<file path="src/rtl/seg7_scan_decoder.sv">
// Snoops a multiplexed 7-segment bus and recovers per-digit BCD, dp and errors.
// Each stable, single-anode bus episode is captured exactly once.
module seg7_scan_decoder #(
  parameter int DIGITS        = 8,
  parameter int STABLE_CYCLES = 4
) (
  input  logic                  clk,
  input  logic                  rst,
  input  logic [7:0]            seg_in,
  input  logic [DIGITS-1:0]     an_in,
  input  logic                  clr,
  output logic [4*DIGITS-1:0]   digits_out,
  output logic [DIGITS-1:0]     digit_valid,
  output logic [DIGITS-1:0]     dp_out,
  output logic                  err_flag,
  output logic                  frame_done
);

  localparam int CW = $clog2(STABLE_CYCLES + 1);
  localparam int IW = $clog2(DIGITS);
  localparam logic [CW-1:0] LAST = CW'(STABLE_CYCLES - 1);

  typedef enum logic {
    S_COUNT,
    S_HOLD
  } state_t;

  state_t            state, state_n;
  logic [CW-1:0]     cnt, cnt_n;
  logic [DIGITS-1:0] s_an;
  logic [7:0]        s_seg;
  logic [DIGITS-1:0] sel;
  logic [DIGITS-1:0] seen, seen_n;
  logic [DIGITS-1:0] seen_or;
  logic [IW-1:0]     idx;
  logic [3:0]        dval;
  logic              dlegal;
  logic              dblank;
  logic              diff;
  logic              onehot;
  logic              cap;
  logic              full;

  assign sel    = ~s_an;
  assign onehot = (sel != '0) && ((sel & (sel - 1'b1)) == '0);
  assign diff   = {an_in, seg_in} != {s_an, s_seg};

  // Single input register; everything downstream looks only at this sample.
  always_ff @(posedge clk) begin
    if (rst) begin
      s_an  <= '1;
      s_seg <= 8'hFF;
    end else begin
      s_an  <= an_in;
      s_seg <= seg_in;
    end
  end

  // FSM state and stability counter registers.
  always_ff @(posedge clk) begin
    if (rst) begin
      state <= S_COUNT;
      cnt   <= '0;
    end else begin
      state <= state_n;
      cnt   <= cnt_n;
    end
  end

  // Next-state: count identical samples, capture once, hold until bus moves.
  always_comb begin
    state_n = state;
    cnt_n   = cnt;
    cap     = 1'b0;
    unique case (state)
      S_COUNT: begin
        if (onehot && cnt == LAST) begin
          cap     = 1'b1;
          cnt_n   = '0;
          state_n = diff ? S_COUNT : S_HOLD;
        end else if (diff || !onehot) begin
          cnt_n = '0;
        end else begin
          cnt_n = cnt + 1'b1;
        end
      end
      S_HOLD: begin
        if (diff) begin
          state_n = S_COUNT;
          cnt_n   = '0;
        end
      end
      default: begin
        state_n = S_COUNT;
        cnt_n   = '0;
      end
    endcase
  end

  // Position of the single low anode in the sample.
  always_comb begin
    idx = '0;
    for (int i = 0; i < DIGITS; i++) begin
      if (!s_an[i]) idx = IW'(i);
    end
  end

  // Segment pattern to BCD; blank and illegal patterns are told apart.
  always_comb begin
    dval   = 4'hE;
    dlegal = 1'b0;
    dblank = 1'b0;
    unique case (s_seg[6:0])
      7'b1000000: begin dval = 4'd0; dlegal = 1'b1; end
      7'b1111001: begin dval = 4'd1; dlegal = 1'b1; end
      7'b0100100: begin dval = 4'd2; dlegal = 1'b1; end
      7'b0110000: begin dval = 4'd3; dlegal = 1'b1; end
      7'b0011001: begin dval = 4'd4; dlegal = 1'b1; end
      7'b0010010: begin dval = 4'd5; dlegal = 1'b1; end
      7'b0000010: begin dval = 4'd6; dlegal = 1'b1; end
      7'b1111000: begin dval = 4'd7; dlegal = 1'b1; end
      7'b0000000: begin dval = 4'd8; dlegal = 1'b1; end
      7'b0010000: begin dval = 4'd9; dlegal = 1'b1; end
      7'b1111111: begin dval = 4'hF; dblank = 1'b1; end
      default:    begin dval = 4'hE; end
    endcase
  end

  // Frame mask: completion takes priority over clr so the pulse is kept.
  always_comb begin
    seen_or = seen | (cap ? sel : '0);
    full    = cap && (seen_or == '1);
    if (full)     seen_n = '0;
    else if (clr) seen_n = cap ? sel : '0;
    else          seen_n = seen_or;
  end

  // Output registers; an illegal capture beats a same-cycle clr.
  always_ff @(posedge clk) begin
    if (rst) begin
      digits_out  <= '1;
      digit_valid <= '0;
      dp_out      <= '0;
      err_flag    <= 1'b0;
      frame_done  <= 1'b0;
      seen        <= '0;
    end else begin
      seen       <= seen_n;
      frame_done <= full;
      if (clr) err_flag <= 1'b0;
      if (cap) begin
        digits_out[4*idx +: 4] <= dval;
        digit_valid[idx]       <= dlegal;
        dp_out[idx]            <= ~s_seg[7];
        if (!dlegal && !dblank) err_flag <= 1'b1;
      end
    end
  end

endmodule

</file>
<file path="config.mk">
export PLATFORM = sky130hd
export DESIGN_NAME = seg7_scan_decoder
export DESIGN_NICKNAME = d
export VERILOG_FILES = /design/src/rtl/seg7_scan_decoder.sv
export SDC_FILE = /design/constraint.sdc
export NUM_CORES = 1
export LEC_CHECK = 0
export BUFFER_PORTS_ARGS = -buffer_cell sky130_fd_sc_hd__clkbuf_2
export CORE_UTILIZATION = 55
export CTS_CLUSTER_SIZE = 16
export DETAILED_ROUTE_END_ITERATION = 8
export GPL_TIMING_DRIVEN = 0
export PLACE_DENSITY_LB_ADDON = 0.25
export SLEW_MARGIN = 20
export SYNTH_ARGS = -nofsm -noshare
export SYNTH_HDL_FRONTEND = slang
export SYNTH_SLANG_ARGS = --single-unit
</file>
<file path="constraint.sdc">
create_clock -name clk -period 3.19 [get_ports clk]
set_input_delay 0.638 -clock clk [delete_from_list [all_inputs] [get_ports clk]]
set_output_delay 0.638 -clock clk [all_outputs]
set_load 0.03 [all_outputs]
</file>
==> run metrics, run 1 <==
Core Region 6350 um^2; min setup slack post-route 365 ps; leakage 1.79 nW; count leader, synth dfxtp_1; via count 3072; EDFF count, synth 0; GR Util met3 0.0408; achievable frequency 0.354 GHz; CTS Hold Bufs 0; worst slew pin tran 597 ps; Synth Area in Adders 0.0241; largest net degree at the start of global routing 13; number of H-tree levels 3; Chip Height 83.3 um; Startpoint Class flop; Peak VDD IR 384 uV; Worst EP arrival 3060 ps; Async SR Flop Fraction 0; total wire length 8210 um; sw frac 0.243; Worst Setup EP digits_out[25]; 1st-iter DRT viols 159; Finished Core Util 0.676; Simple-Gate Fraction of Synth Area 0.247; Die Area 6930 um^2; CTS tree yes; Flop pwr share 0.504; clk sinks 78; min Tclk post-route 2820 ps; worst-skew pair later-pin latency 340 ps; reg2reg path depth 10; Distinct cells, synth 57; WP data required 3430 ps; FF+latch count, synth 78; total internal power 1.49 mW; met2 Resource Use GR 0.404; max cap viols 0; Area contributors post-synth dfxtp_1 43%, mux2i_1 5.0%, a221o_1 3.9%, xnor2_1 3.9%, nor2_1 3.6%; dpl cells 526; GR Overflow Total 0; row count 29; pre-CTS setup slack 79.2 ps; Placement Cell Area 4060 um^2; Power Dens Cells 459 nW/um^2; r2r startpoint s_an[5]; biggest area consumer among synthesized cells dfxtp_1; via count of the first global-routing pass 2929; Seq/Total Area, Yosys 0.430; routed len/inst 15.2 um; GRT Util Overall 0.250; Final setup viols 0; period utilization 0.886; total chip power 1.97 mW; Slew HR 0.598; worst setup path start s_an[5]; Hold WC Path Type flop to flop; Final Skew 4.36 ps; fraction of layout cells with a size suffix above 1 0.292; status finished clean; Initial Util 0.572; Comb pwr share 0.104; critical path peak fanout 10; Clk pwr share 0.393; CP endpoint kind flop; area share of xor/xnor cells in the synthesized design 0.0386; drt first pass iters 4; final hold viol count 0; # port buffers 67; commonest register cell after synthesis dfxtp_1; RSZ-0062 raised after global routing no; Post-Syn Instances 382; TritonCTS Buffers 9; Reg2Reg Setup Slack 370 ps; Layout Cells excl Fill 540; first-pass GRT wire length 13800 um; Syn-to-layout area delta 18.2%; share of the synthesized area in the top cell type 0.430; M1 GR Usage 0.324; register clock-pin slew on the reported worst setup and hold paths 80 ps; Synth Area in Compound Gates 0.163; largest family of logic cells by synthesized area simple AND/OR/NAND/NOR gates; Net Switching 479 uW; Final Max Tran Viols 0; worst hold margin 455 ps; Antenna diodes 0; Post-DRT Antenna Nets 0; Syn Nets 408; final instance area 4290 um^2; Vias/cell 5.69; CTS max path bufs 2; fin nets 485; Root Driver clkbuf_8; average cell area after synthesis 9.51 um^2; YS warnings 0; post-route setup TNS 0 ps; DRC violations left 0; HPWL Detailed 6060 um; Mapped Area 3630 um^2; RePlAce Congestion 0.928; initial antenna violation count 0; hold depth 2; mux cell area share after synthesis 0.0496; I/O pin cnt 69; grt peak-use layer met2; Die X 83.3 um; top cells by count, synth 78 x dfxtp_1, 35 x nor2_1, 24 x nand2_1, 18 x mux2i_1, 17 x or2_2; CP Class flop to flop; FF-to-FF End digits_out[25]
==> repair_timing <==
item                                    4_1_cts  5_1_grt
endpoints found under the setup margin        0       16
setup buffers                                 0        0
gates resized for setup                       0        6
==> layer usage <==
metal	share of wire	routed length, um
met5	0	0
met1	0.46	3790
met2	0.47	3880
met3	0.043	350
met4	0.023	189
==> worst max-delay path: stages (launching register included) <==
cell     delay (ps)
dfxtp_1         300
buf_2           170
nor2b_1         170
a31oi_2         250
a21oi_2         150
ha_1            240
ha_1            430
nor3_2          280
nand4_1         210
and2_1          220
a211o_2         300
==> layout make-up <==
class                      count  area [um^2]
fill                         542         2060
multi-input combinational    267         1930
sequential                    78         1560
timing repair buffer          67          335
clock buffer                  10          128
buffer                        23          123
tap                           77         96.3
clock inverter                 5         75.1
inverter                      13         48.8
==> cells in the final DEF (no fill, tap or decap), types with 11 or more instances in the layout <==
cell type  instances
dfxtp_1           78
a221o_1           14
nand2_1           24
xnor2_1           16
mux2i_1           18
and2_1            11
or2_2             17
inv_1             13
nor2_1            35
nand4_1           13
clkbuf_1          11
a21oi_1           14
clkbuf_2          67
==> registers in the layout, indices dropped and copies added (netlist names) <==
register     count
seen             8
frame_done       1
digits_out      32
dp_out           8
err_flag         1
cnt              3
state            1
digit_valid      8
s_an             8
s_seg            8
==> power groups by stage <==
stage	Sequential (mW)	Combinational [mW]	Clock, mW
finish	0.993	0.204	0.775
global route	0.995	0.225	0.825
CTS	0.993	0.199	0.787
detailed placement	1.02	0.198	0
global placement	1.02	0.193	0
floorplan	1.01	0.145	0
==> worst min-delay path by stage <==
stage / slack (ps) / to / startpoint
2_1_floorplan: 430 / seen[6] / seen[6]
3_3_place_gp: 440 / seen[6] / seen[6]
6_report: 460 / seen[6] / seen[6]
5_1_grt: 480 / seen[4] / seen[4]
4_1_cts: 460 / seen[6] / seen[6]
3_5_place_dp: 440 / seen[6] / seen[6]
==> cells by family (layout without fill, tap and decap cells) <==
| group | Yosys count | count (layout) |
|---|---|---|
| muxes | 18 | 18 |
| adders and majority gates | 7 | 7 |
| and+or+nand+nor | 156 | 156 |
| buffers and inverters | 37 | 118 |
| AOI/OAI and AO/OA | 70 | 70 |
| DFF | 78 | 78 |
| xor gates and xnor gates | 16 | 16 |
Note: power is estimated with default switching activity, not from simulation.
==> inputs of run 2 (changes only) <==
--- a/config.mk
+++ b/config.mk
@@ -6,11 +6,10 @@
 export NUM_CORES = 1
 export LEC_CHECK = 0
 export BUFFER_PORTS_ARGS = -buffer_cell sky130_fd_sc_hd__clkbuf_2
-export CORE_UTILIZATION = 55
+export CORE_UTILIZATION = 25
 export CTS_CLUSTER_SIZE = 16
 export DETAILED_ROUTE_END_ITERATION = 8
 export GPL_TIMING_DRIVEN = 0
-export PLACE_DENSITY_LB_ADDON = 0.25
 export SLEW_MARGIN = 20
 export SYNTH_ARGS = -nofsm -noshare
 export SYNTH_HDL_FRONTEND = slang
==> run 2 against run 1 <==
Against the previous run:
- register-to-register slack worse by 180 ps
- non-clock buffer count unchanged
- maximum frequency down 6.1%
- final cell count is 19% higher
- clock power is 34% higher
- sequential share of layout area down 1.7 points
- hold slack gained 10 ps
- first-iteration DRC count increased by 5.7%
- utilization fell by 35 points
- via count is 2.0% higher
- clock skew increased by 4.3 ps
- setup slack lost 180 ps
- largest power group is now clock
==> run metrics, run 2 (synthesis gave the netlist of run 1 again) <==
number of H-tree levels 3 (unchanged); Comb pwr share 0.092 (-0.012); sw frac 0.251 (+0.00799); Core Region 14000 um^2 (+120%); Clk pwr share 0.464 (+0.071); post-route setup TNS 0 ps (unchanged); r2r startpoint s_an[5]; crit path cell chain buf_2, nor2b_1, a31oi_1, a21oi_2, ha_1, ha_1, nor3_1, nand4_1, and2_1, a211o_2; worst setup path start s_an[5]; Placement Cell Area 4190 um^2 (+3.2%); DRC violations left 0 (unchanged); min Tclk post-route 3010 ps (+184 ps); most common cell after layout, fill and taps aside dfxtp_1; largest net degree at the start of global routing 16 (+3); register clock-pin slew on the reported worst setup and hold paths 70 ps (about the same); Crit path top cell by count ha_1; drt first pass iters 4 (unchanged); achievable frequency 0.332 GHz (-6.1%); Final setup viols 0 (unchanged); Hold Startpoint seen[6]; I/O pin cnt 69 (unchanged); TritonCTS Buffers 9 (unchanged); Crit path buffers/inverters 1 (unchanged); total internal power 1.68 mW (+12%); Flop pwr share 0.444 (-0.060); worst slew pin tran 577 ps (-19.6 ps); routed len/inst 15.0 um (-1.3%); Worst EP arrival 3240 ps (+180 ps); Initial Util 0.259 (-0.313); clk sinks 78 (unchanged); # Post-CTS Setup Buffers 0 (unchanged); pre-CTS setup slack 13.1 ps (-66.0 ps); critical path peak fanout 10 (unchanged); min setup slack post-route 181 ps (-184 ps); total wire length 9660 um (+18%); CTS max path bufs 2 (unchanged); RePlAce Congestion 0.866 (-6.6%); final instance area 4510 um^2 (+5.0%); most frequent cells in the layout 78 x dfxtp_1, 67 x clkbuf_2, 35 x nor2_1; CP endpoint kind flop; Net Switching 561 uW (+17%); Power Dens Cells 496 nW/um^2 (+8.0%); Largest register FFs 32 (unchanged); fraction of layout cells with a size suffix above 1 0.289 (-0.00278); period utilization 0.943 (+0.0576); leakage 1.82 nW (+1.7%); CP Class flop to flop; 1st-iter DRT viols 168 (+5.7%); Die X 123 um (+47%); Vias/cell 4.87 (-14%); via count of the first global-routing pass 2992 (+2.2%); Hold WC Path Type flop to flop; Slowest-stage cell, CP ha_1; initial antenna violation count 0 (unchanged); GR Overflow Total 0 (unchanged); Syn-to-layout area delta 24.1%; dpl cells 629 (+20%); final hold viol count 0 (unchanged); Post-DRT Antenna Nets 0 (unchanged); # port buffers 67 (unchanged); Finished Core Util 0.321 (-0.355); Chip Height 123 um (+47%); row count 43 (+48%); Final Skew 8.65 ps (+4.29 ps); RSZ-0062 raised after global routing no; status finished clean; max cap viols 0 (unchanged); CTS tree yes; CTS Hold Bufs 0 (unchanged); GRT Util Overall 0.135 (-0.114); Slew HR 0.614 (+0.0159); fin nets 485 (unchanged); Peak VDD IR 260 uV (-32%); Root Driver clkbuf_16; Final Max Tran Viols 0 (unchanged); slowest stage delay, CP 420 ps (about the same); worst hold margin 465 ps (+9.96 ps); total chip power 2.24 mW (+13%); Top reg by flops digits_out; Antenna diodes 0 (unchanged); worst-skew pair later-pin latency 340 ps (about the same); Worst path top cell family by delay simple AND/OR/NAND/NOR gates; Die Area 15000 um^2 (+120%); Startpoint Class flop; HPWL Detailed 7180 um (+18%); Layout Cells excl Fill 644 (+19%); WP data required 3420 ps (about the same); first-pass GRT wire length 15500 um (+12%); via count 3134 (+2.0%)
run 2: changes by cell type in the layout (fill, tap and decap cells not counted), moves of 2 or more:
cell	before	now
clkbuf_16	0	9
clkinv_2	3	0
nor3_1	3	5
clkinvlp_4	0	3
clkbuf_8	9	0
nor3_2	5	3
run 2: cell type report:
class,count,area (um^2)
timing repair buffer,67,335
clock inverter,7,81.3
sequential,78,1560
fill,1475,9530
tap,180,225
buffer,23,123
multi-input combinational,267,1910
clock buffer,9,225
inverter,13,48.8
run 2: power groups by stage:
stage,Combinational (mW),Sequential [mW],Clock [mW]
floorplan,0.145,1.01,0
global placement,0.198,1.02,0
detailed placement,0.202,1.02,0
CTS,0.204,0.994,1.07
global route,0.224,0.995,1.12
finish,0.206,0.994,1.04
run 2: final timing paths:
path,end,slack [ps],cells after the start
setup / recovery,digits_out[25],180,10
hold / removal,seen[6],470,2
setup reg to reg,digits_out[25],180,10
hold reg to reg,seen[6],470,2
run 2: timing repair:
| action | 4_1_cts | 5_1_grt |
|---|---|---|
| endpoints found under the setup margin | 1 | 16 |
| pin swaps | 0 | 0 |
| gates resized for setup | 1 | 2 |
run 2: worst reg2reg max path, delay by kind of cell (launching register included):
family	cells	cell delay [ps]
adders and majority gates	2	670
DFF	1	290
buffers and inverters	1	170
and+or+nand+nor	4	960
AOI/OAI and AO/OA	3	820
run 2: metal layers:
layer,GRT usage,share of wire,wire (um)
met1,0.165,0.45,4330
met2,0.227,0.48,4650
met3,0.0381,0.056,541
met4,0.0457,0.014,140
met5,0,0,0
